[src/rtl/trace_pkg.sv]
// Shared types for the commit trace buffer: record kinds, FSM states, trace record.
// TRACE_CYCLE_STAMP_EN adds a capture-time cycle stamp to every record.
package trace_pkg;

    localparam int TRACE_CNT_W = 32;

    typedef enum logic [2:0] {
        KIND_REG   = 3'd0,
        KIND_LOAD  = 3'd1,
        KIND_STORE = 3'd2,
        KIND_NOP   = 3'd3,
        KIND_HALT  = 3'd4
    } kind_e;

    typedef enum logic [1:0] {
        ST_RUN   = 2'd0,
        ST_DRAIN = 2'd1,
        ST_DONE  = 2'd2
    } state_e;

    // Counter fields are held at the widest supported counter width.
    typedef struct packed {
`ifdef TRACE_CYCLE_STAMP_EN
        logic [TRACE_CNT_W-1:0] cycle;
`endif
        kind_e                  kind;
        logic [TRACE_CNT_W-1:0] inum;
        logic [15:0]            pc;
        logic [3:0]             rd;
        logic [15:0]            value;
        logic [15:0]            addr;
    } trace_rec_t;

    localparam int REC_W = $bits(trace_rec_t);

    function automatic trace_rec_t classify(
        input logic [15:0] pc,
        input logic        reg_write,
        input logic        mem_read,
        input logic        mem_write,
        input logic        halt,
        input logic [3:0]  write_reg,
        input logic [15:0] write_data,
        input logic [15:0] mem_addr,
        input logic [15:0] mem_data
    );
        trace_rec_t r;
        r      = '0;
        r.pc   = pc;
        r.kind = KIND_NOP;
        if (reg_write && mem_read) begin
            r.kind  = KIND_LOAD;
            r.rd    = write_reg;
            r.value = write_data;
            r.addr  = mem_addr;
        end else if (reg_write) begin
            r.kind  = KIND_REG;
            r.rd    = write_reg;
            r.value = write_data;
        end else if (halt) begin
            r.kind  = KIND_HALT;
        end else if (mem_write) begin
            r.kind  = KIND_STORE;
            r.value = mem_data;
            r.addr  = mem_addr;
        end
        return r;
    endfunction

endpackage

[src/rtl/trace_fifo.sv]
// Generic synchronous first-word-fall-through FIFO.
// A push while full is accepted only when a pop happens in the same cycle.
module trace_fifo #(
    parameter int WIDTH = 8,
    parameter int DEPTH = 8
) (
    input  logic             clk,
    input  logic             rst_n,
    input  logic             push,
    input  logic [WIDTH-1:0] wdata,
    input  logic             pop,
    output logic [WIDTH-1:0] rdata,
    output logic             full,
    output logic             empty
);

    localparam int AW = $clog2(DEPTH);

    logic [WIDTH-1:0] mem_q [DEPTH];
    logic [AW:0]      wr_ptr_q, wr_ptr_d;
    logic [AW:0]      rd_ptr_q, rd_ptr_d;
    logic             do_push;
    logic             do_pop;

    // Pointers carry one extra wrap bit to tell full from empty.
    always_comb begin
        empty    = (wr_ptr_q == rd_ptr_q);
        full     = (wr_ptr_q[AW] != rd_ptr_q[AW]) &&
                   (wr_ptr_q[AW-1:0] == rd_ptr_q[AW-1:0]);
        do_pop   = pop & ~empty;
        do_push  = push & (~full | do_pop);
        wr_ptr_d = wr_ptr_q + {{AW{1'b0}}, do_push};
        rd_ptr_d = rd_ptr_q + {{AW{1'b0}}, do_pop};
        rdata    = mem_q[rd_ptr_q[AW-1:0]];
    end

    always_ff @(posedge clk) begin
        if (!rst_n) begin
            wr_ptr_q <= '0;
            rd_ptr_q <= '0;
        end else begin
            wr_ptr_q <= wr_ptr_d;
            rd_ptr_q <= rd_ptr_d;
        end
    end

    always_ff @(posedge clk) begin
        if (do_push) begin
            mem_q[wr_ptr_q[AW-1:0]] <= wdata;
        end
    end

endmodule

[src/rtl/commit_trace_buffer.sv]
// Retire-side monitor: classifies commits into numbered trace records and buffers them.
// Define TRACE_CYCLE_STAMP_EN to add out_cycle (cycle_count at capture). CNT_W up to 32.
module commit_trace_buffer
    import trace_pkg::*;
#(
    parameter int DEPTH      = 8,
    parameter int MAX_CYCLES = 100000,
    parameter int CNT_W      = 32
) (
    input  logic             clk,
    input  logic             rst_n,
    input  logic [15:0]      pc,
    input  logic             reg_write,
    input  logic [3:0]       write_reg,
    input  logic [15:0]      write_data,
    input  logic             mem_read,
    input  logic             mem_write,
    input  logic [15:0]      mem_addr,
    input  logic [15:0]      mem_data,
    input  logic             halt,
    output logic             out_valid,
    input  logic             out_ready,
    output logic [2:0]       out_kind,
    output logic [CNT_W-1:0] out_inum,
    output logic [15:0]      out_pc,
    output logic [3:0]       out_reg,
    output logic [15:0]      out_value,
    output logic [15:0]      out_addr,
`ifdef TRACE_CYCLE_STAMP_EN
    output logic [CNT_W-1:0] out_cycle,
`endif
    output logic [CNT_W-1:0] cycle_count,
    output logic [CNT_W-1:0] inst_count,
    output logic             done,
    output logic             timeout,
    output logic             overflow
);

    state_e           state_q, state_d;
    logic [CNT_W-1:0] cycle_q, cycle_d;
    logic [CNT_W-1:0] inst_q, inst_d;
    logic             timeout_q, timeout_d;
    logic             overflow_q, overflow_d;
    trace_rec_t       hold_q, hold_d;
    logic             hold_vld_q, hold_vld_d;

    trace_rec_t       rec;
    trace_rec_t       wrec;
    trace_rec_t       head;
    logic [REC_W-1:0] head_bits;
    logic             fifo_push;
    logic             fifo_full;
    logic             fifo_empty;
    logic             pop;
    logic             room;
    logic             is_halt;
    logic             last_cycle;

    trace_fifo #(
        .WIDTH (REC_W),
        .DEPTH (DEPTH)
    ) u_fifo (
        .clk   (clk),
        .rst_n (rst_n),
        .push  (fifo_push),
        .wdata (wrec),
        .pop   (pop),
        .rdata (head_bits),
        .full  (fifo_full),
        .empty (fifo_empty)
    );

    always_comb begin
        rec      = classify(pc, reg_write, mem_read, mem_write, halt,
                            write_reg, write_data, mem_addr, mem_data);
        rec.inum = TRACE_CNT_W'(inst_q);
`ifdef TRACE_CYCLE_STAMP_EN
        rec.cycle = TRACE_CNT_W'(cycle_q);
`endif
        is_halt    = (rec.kind == KIND_HALT);
        last_cycle = (cycle_q == CNT_W'(MAX_CYCLES - 1));
        head       = trace_rec_t'(head_bits);
        pop        = out_valid & out_ready;
        room       = ~fifo_full | pop;
    end

    always_ff @(posedge clk) begin
        if (!rst_n) begin
            state_q <= ST_RUN;
        end else begin
            state_q <= state_d;
        end
    end

    always_comb begin
        state_d = state_q;
        unique case (state_q)
            ST_RUN: begin
                if (is_halt || last_cycle) begin
                    state_d = ST_DRAIN;
                end
            end
            ST_DRAIN: begin
                if (fifo_empty && !hold_vld_q) begin
                    state_d = ST_DONE;
                end
            end
            ST_DONE:  state_d = ST_DONE;
            default:  state_d = ST_RUN;
        endcase
    end

    always_comb begin
        done      = (state_q == ST_DONE);
        out_valid = ~fifo_empty & ~done;
        out_kind  = '0;
        out_inum  = '0;
        out_pc    = '0;
        out_reg   = '0;
        out_value = '0;
        out_addr  = '0;
`ifdef TRACE_CYCLE_STAMP_EN
        out_cycle = '0;
`endif
        if (out_valid) begin
            out_kind  = head.kind;
            out_inum  = CNT_W'(head.inum);
            out_pc    = head.pc;
            out_reg   = head.rd;
            out_value = head.value;
            out_addr  = head.addr;
`ifdef TRACE_CYCLE_STAMP_EN
            out_cycle = CNT_W'(head.cycle);
`endif
        end
        cycle_count = cycle_q;
        inst_count  = inst_q;
        timeout     = timeout_q;
        overflow    = overflow_q;
    end

    // A halt that meets a full FIFO parks in the holding register instead of dropping.
    always_comb begin
        fifo_push  = 1'b0;
        wrec       = rec;
        cycle_d    = cycle_q;
        inst_d     = inst_q;
        timeout_d  = timeout_q;
        overflow_d = overflow_q;
        hold_d     = hold_q;
        hold_vld_d = hold_vld_q;
        if (state_q != ST_DONE) begin
            cycle_d = cycle_q + 1'b1;
        end
        unique case (state_q)
            ST_RUN: begin
                inst_d = inst_q + 1'b1;
                if (room) begin
                    fifo_push = 1'b1;
                end else if (is_halt) begin
                    hold_d     = rec;
                    hold_vld_d = 1'b1;
                end else begin
                    overflow_d = 1'b1;
                end
                if (!is_halt && last_cycle) begin
                    timeout_d = 1'b1;
                end
            end
            ST_DRAIN: begin
                if (hold_vld_q && room) begin
                    fifo_push  = 1'b1;
                    wrec       = hold_q;
                    hold_vld_d = 1'b0;
                end
            end
            default: ;
        endcase
    end

    always_ff @(posedge clk) begin
        if (!rst_n) begin
            cycle_q    <= '0;
            inst_q     <= '0;
            timeout_q  <= 1'b0;
            overflow_q <= 1'b0;
            hold_q     <= '0;
            hold_vld_q <= 1'b0;
        end else begin
            cycle_q    <= cycle_d;
            inst_q     <= inst_d;
            timeout_q  <= timeout_d;
            overflow_q <= overflow_d;
            hold_q     <= hold_d;
            hold_vld_q <= hold_vld_d;
        end
    end

endmodule

[config.mk]
export PLATFORM = sky130hd
export DESIGN_NAME = commit_trace_buffer
export DESIGN_NICKNAME = d
export VERILOG_FILES = /design/src/rtl/trace_pkg.sv /design/src/rtl/trace_fifo.sv /design/src/rtl/commit_trace_buffer.sv
export SDC_FILE = /design/constraint.sdc
export NUM_CORES = 1
export LEC_CHECK = 0
export CORE_UTILIZATION = 40
export DETAILED_ROUTE_END_ITERATION = 12
export PLACE_DENSITY_LB_ADDON = 0.15
export SYNTH_ARGS = -nofsm -noshare
export SYNTH_HDL_FRONTEND = slang
export SYNTH_SLANG_ARGS = --single-unit
[constraint.sdc]
create_clock -name clk -period 11.95 [get_ports clk]
set_clock_uncertainty 0.05 [all_clocks]
set_input_delay 2.39 -clock clk [delete_from_list [all_inputs] [get_ports clk]]
set_output_delay 2.39 -clock clk [all_outputs]
set_load 0.005 [all_outputs]
==> results of run 1 <==
[registers in the layout, indices dropped and copies added (netlist names)]
| name | cells |
|---|---|
| hold_vld_q | 1 |
| inst_count | 32 |
| u_fifo.rd_ptr_q | 4 |
| u_fifo.mem_q | 696 |
| u_fifo.wr_ptr_q | 4 |
| hold_q | 87 |
| state_q | 2 |
| overflow | 1 |
| timeout | 1 |
| cycle_count | 32 |
[power by group through the flow]
stage	registers [mW]	logic, mW	clock network [mW]
4_1_cts	3.94	2.37	3.04
6_report	3.93	2.29	2.97
3_5_place_dp	4.00	2.36	0
2_1_floorplan	4.00	1.25	0
5_1_grt	3.98	2.49	3.15
3_3_place_gp	3.98	2.36	0
[path summary, 6_finish.rpt]
check / endpoint / from / cells past startpoint
worst min register to register: hold_q[86] / hold_q[86] / 2
worst max register to register: u_fifo.mem_q[7][75] / u_fifo.rd_ptr_q[2] / 6
worst min-delay path: hold_q[86] / hold_q[86] / 2
worst max-delay path: out_inum[28] / u_fifo.rd_ptr_q[1] / 6
[layer usage]
| metal | vias up | global-route usage, % | wire length (microns) |
|---|---|---|---|
| met2 | 462 | 31.48 | 39560 |
| met3 | 86 | 3.205 | 4193 |
| met4 | 0 | 4.688 | 1210 |
| met1 | 9476 | 24.33 | 34180 |
| li1 | 8270 | - | - |
| met5 | - | 0 | 0 |
[cells by family (layout without fill, tap and decap cells)]
family / Yosys count / in the layout / synth area share (%)
adders and majority gates: 9 / 9 / 0.3290
xor gates and xnor gates: 55 / 55 / 1.407
and+or+nand+nor: 477 / 477 / 6.851
buffers and inverters: 189 / 463 / 2.691
DFF: 860 / 860 / 70.66
AOI/OAI and AO/OA: 140 / 140 / 2.310
muxes: 315 / 315 / 15.75
[metrics by stage]
step	setup slack (ns)	total power [mW]	utilization (%)	cell area [sq um]	std cells
detailed placement	5.217	6.363	44.44	37430	3279
floorplan	2.063	5.255	-	34230	2045
global placement	5.202	6.332	44.44	37430	3279
global route	4.450	9.616	48.26	40640	3453
CTS	4.532	9.349	48.26	40640	3453
finish	4.771	9.190	48.26	40640	3453
[worst max-delay path, stage by stage (launching register included)]
cell,delay (ns)
dfxtp_4,0.81
buf_4,0.85
buf_4,0.98
mux4_2,0.42
mux2i_1,0.47
nor2_1,0.09
clkdlybuf4s50_1,0.48
[cells in the final DEF (no fill, tap or decap), types with 10 or more instances in the layout]
master	n
a21oi_1	33
xor2_1	32
mux2i_1	92
nand3_1	88
clkdlybuf4s50_1	228
and3_1	42
dfxtp_1	161
nand2_1	72
clkbuf_16	94
clkinv_1	15
xnor2_1	23
nor2_1	173
inv_1	34
or3_1	12
a22oi_1	16
mux4_2	174
nor4_1	10
o21ai_0	72
clkbuf_1	15
nand4_1	18
buf_4	25
bufinv_16	13
clkinv_2	19
edfxtp_1	696
mux2_2	49
[final cells by class]
cell class	count	area [sq um]
multi-input combinational	996	9193
sequential	860	24190
fill	7096	43570
clock buffer	113	2464
timing repair buffer	254	2490
inverter	35	131.4
clock inverter	61	753.2
tap	1134	1419
==> results.json, run 1 <==
{
  "cts_buffer_depth": 3,
  "synth-seq-cells": 860,
  "root_buffer": "clkbuf_16",
  "area_delta_synth_final_pct": 18.75,
  "vdd_ir_drop_max_uv": 150.4,
  "synth_top_cell_area_share_pct": 61.07,
  "start_util_pct": 40.64,
  "detail_route.wl_per_cell_microns": 22.92,
  "finalHoldViolCount": 0,
  "clock-sinks": 860,
  "synth_edf_count": 696,
  "critPathArrivalTime_ns": 4.74,
  "reg2reg_slack_ns": 7.51,
  "critPathMaxFanout": 72,
  "clkSlewWorstSetupHoldPaths_ns": 0.06,
  "synth-seq-area-share_pct": 70.66,
  "num_rows": 106,
  "core_sq_um": 84220,
  "drv_slew": 0,
  "cp-start-kind": "flip-flop",
  "dp_hpwl_microns": 45170,
  "die_area_sq_um": 86740,
  "status": "finished, final reports clean",
  "drt_iter0_drc": 1164,
  "synth_commonest_cells": "edfxtp_1 (696), nor2_1 (179), mux4_2 (174)",
  "p_sw_mw": 2.573,
  "insertion_delay_ns": 0.65,
  "cts_hold_buf": 0,
  "synth_top_area_cell": "edfxtp_1",
  "drc": 0,
  "die_x_microns": 294.5,
  "p_leak_nw": 13.08,
  "post_cts_buffers": 0,
  "crit_path_end_kind": "primary output",
  "slew-limit-headroom_pct": 24.46,
  "nets": 2323,
  "drive_gt1_share_pct": 18.46,
  "vias": 18290,
  "cts_buffers": 92,
  "synth_nets": 2129,
  "grt_pass1_vias": 19040,
  "antenna_found_initial": 1,
  "p_int_mw": 6.617,
  "place_congestion": 0.7629,
  "synth_top_flop_cell": "edfxtp_1",
  "cts_resized": 0,
  "cap_violations": 0,
  "htreeDepth": 3,
  "setup_violations": 0,
  "pwr-share-comb_pct": 24.9,
  "fmax_mhz": 139.3,
  "wl_microns": 79140,
  "pin_count": 230,
  "powerDensity_nw_per_um2": 226.1,
  "grt_usage_pct": 18.43,
  "worstMarginPinSlew_ns": 1.133,
  "drtAntennaViolNets": 0,
  "antenna_cells": 0,
  "via_per_inst": 5.298,
  "critPathKind": "reg2out",
  "chipHeight_microns": 294.5,
  "grt-ovfl-total": 0,
  "drtPass1Iterations": 5,
  "period_share_pct": 60.08,
  "switching_share_pct": 28.00,
  "critical_path_required_ns": 9.51,
  "portBuffers": 229,
  "pwr-share-seq_pct": 42.8,
  "grt_max_degree": 118,
  "p_clk_share_pct": 32.3,
  "tns_ns": 0,
  "rsz0062_at_grt": "no",
  "grt_pass1_wl_microns": 119500,
  "yosys_warnings": 0,
  "synthCells": 2045,
  "min_path_type": "reg2reg",
  "synth_cell_types": 54,
  "synthArstFlopShare_pct": 0,
  "period_minus_slack_ns": 7.179,
  "cts_tree": "built",
  "timing.hold.ws_ns": 0.4043,
  "synth.cell_area_sq_um": 34230,
  "yosysMostFrequentCell": "edfxtp_1",
  "synthTopCellsByArea": "edfxtp_1 (61%), mux4_2 (11%), dfxtp_1 (9.6%), mux2i_1 (2.7%), nor2_1 (2.0%)",
  "avgSynthCellArea_sq_um": 16.74
}
(Power assumes the default switching activity.)
==> run 2: changes to the inputs <==
Clock period 11.95 ns to 6.1 ns, I/O delays scaled along.
==> run 2 against run 1 <==
  * Sequential share of layout area down 0.19 points
  * Clock-buffer cell count up 13
  * Cell count up 0.35%
  * Combinational power up 100%
  * Flip-flop and latch count unchanged
  * Wire length up 0.74%
  * Hold slack worse by 0.0063 ns
  * Largest cell class unchanged
  * Global-route usage up 0.097 points
  * Total power up 95%
  * Critical path depth down 1
==> results.json, run 2 (same netlist as run 1, synthesis figures left out) <==
{
  "largest_reg_flops": 696,
  "timing.rr.end": "u_fifo.mem_q[5][71]",
  "grt-ovfl-total": 0,
  "vias": 18220,
  "drtAntennaViolNets": 0,
  "via_per_inst": 5.259,
  "worstMarginPinSlew_ns": 1.214,
  "finalHoldViolCount": 0,
  "drc": 0,
  "area_delta_synth_final_pct": 19.14,
  "rsz0062_at_grt": "no",
  "clock-sinks": 860,
  "critPathMaxFanout": 46,
  "insertion_delay_ns": 0.64,
  "htreeDepth": 3,
  "drive_gt1_share_pct": 18.96,
  "cts_resized": 0,
  "drv_slew": 0,
  "grt_pass1_vias": 19260,
  "grt_usage_pct": 18.53,
  "cts_buffer_depth": 3,
  "dp_hpwl_microns": 45670,
  "die_x_microns": 294.5,
  "cts_buffers": 92,
  "root_buffer": "clkbuf_16",
  "critPathKind": "reg2out",
  "drt_iter0_drc": 1052,
  "fmax_mhz": 209.0,
  "wl_microns": 79720,
  "place_congestion": 0.7508,
  "critPathArrivalTime_ns": 3.52,
  "antenna_cells": 0,
  "setup_violations": 0,
  "critical_path_required_ns": 4.83,
  "grt_pass1_wl_microns": 119600,
  "cap_violations": 0,
  "status": "finished, final reports clean",
  "tns_ns": 0,
  "final_core_util_pct": 48.42,
  "r2r_cells": 7,
  "vdd_ir_drop_max_uv": 307.8,
  "cp-start-kind": "flip-flop",
  "hp-start": "hold_q[86]",
  "layout_commonest_cell": "edfxtp_1",
  "nets": 2336,
  "start_util_pct": 40.64,
  "die_area_sq_um": 86740,
  "p_leak_nw": 13.14,
  "min_path_type": "reg2reg",
  "reg2reg_slack_ns": 2.52,
  "pin_count": 230,
  "clkSlewWorstSetupHoldPaths_ns": 0.06,
  "drtPass1Iterations": 5,
  "cts_hold_buf": 0,
  "core_sq_um": 84220,
  "chipHeight_microns": 294.5,
  "grt_max_degree": 175,
  "most-common-layout-cells": "edfxtp_1 (696), clkdlybuf4s50_1 (228), mux4_2 (174)",
  "portBuffers": 229,
  "worstHoldEndpoint": "hold_q[86]",
  "fill_cells": 7086,
  "r2r_start": "state_q[0]",
  "powerDensity_nw_per_um2": 438.8,
  "period_share_pct": 78.44,
  "cts_tree": "built",
  "hold_depth": 2,
  "post_cts_buffers": 0,
  "period_minus_slack_ns": 4.785,
  "slew-limit-headroom_pct": 19.05,
  "multi_input_area_sq_um": 9205,
  "setup_ws_ns": 1.315,
  "pre_cts_slack_ns": 1.554,
  "seq_area_sq_um": 24190,
  "crit_path_end_kind": "primary output",
  "detail_route.wl_per_cell_microns": 23.01,
  "timing.hold.ws_ns": 0.3980,
  "num_rows": 106,
  "antenna_found_initial": 0
}
==> run 2: metrics by stage <==
| stage | std cells | power (mW) | cell area (sq um) |
|---|---|---|---|
| 2_1_floorplan | 2045 | 10.25 | 34240 |
| 3_3_place_gp | 3292 | 12.44 | 37610 |
| 3_5_place_dp | 3292 | 12.52 | 37610 |
| 4_1_cts | 3465 | 18.21 | 40780 |
| 5_1_grt | 3465 | 18.71 | 40780 |
| 6_report | 3465 | 17.89 | 40780 |
==> run 2: layout make-up <==
type | instances | area share [%]
clock inverter | 47 | 1.396
sequential | 860 | 59.34
timing repair buffer | 267 | 6.530
clock buffer | 126 | 6.361
multi-input combinational | 996 | 22.58
tap | 1134 | 3.480
inverter | 35 | 0.3222
==> run 2: where the power goes <==
| part | internal, mW | switching, mW |
|---|---|---|
| Sequential | 7.42 | 0.233 |
| Combinational | 2.12 | 2.45 |
| Clock | 3.36 | 2.31 |
==> run 2: worst max-delay path, stage by stage (launching register included) <==
cell and delay, ns:
dfxtp_4 0.50, buf_4 0.80, mux4_2 0.60, mux2i_1 0.39, nor2_1 0.09, clkdlybuf4s50_1 0.48
==> run 2: worst max-delay path by stage <==
stage,startpoint,end,depth (start not counted)
floorplan,out_ready,u_fifo.mem_q[7][0],5
global placement,out_ready,u_fifo.mem_q[7][71],7
detailed placement,out_ready,u_fifo.mem_q[7][22],7
CTS,u_fifo.rd_ptr_q[0],out_inum[29],5
global route,u_fifo.rd_ptr_q[0],out_inum[27],5
finish,u_fifo.rd_ptr_q[0],out_inum[29],5
==> run 2: metal layers <==
layer,vias up,global-route usage [%],wire length [microns]
met5,-,0,0
met4,0,5.361,1953
met3,116,3.160,3853
met2,447,31.75,39600
met1,9371,24.15,34320
li1,8289,-,-
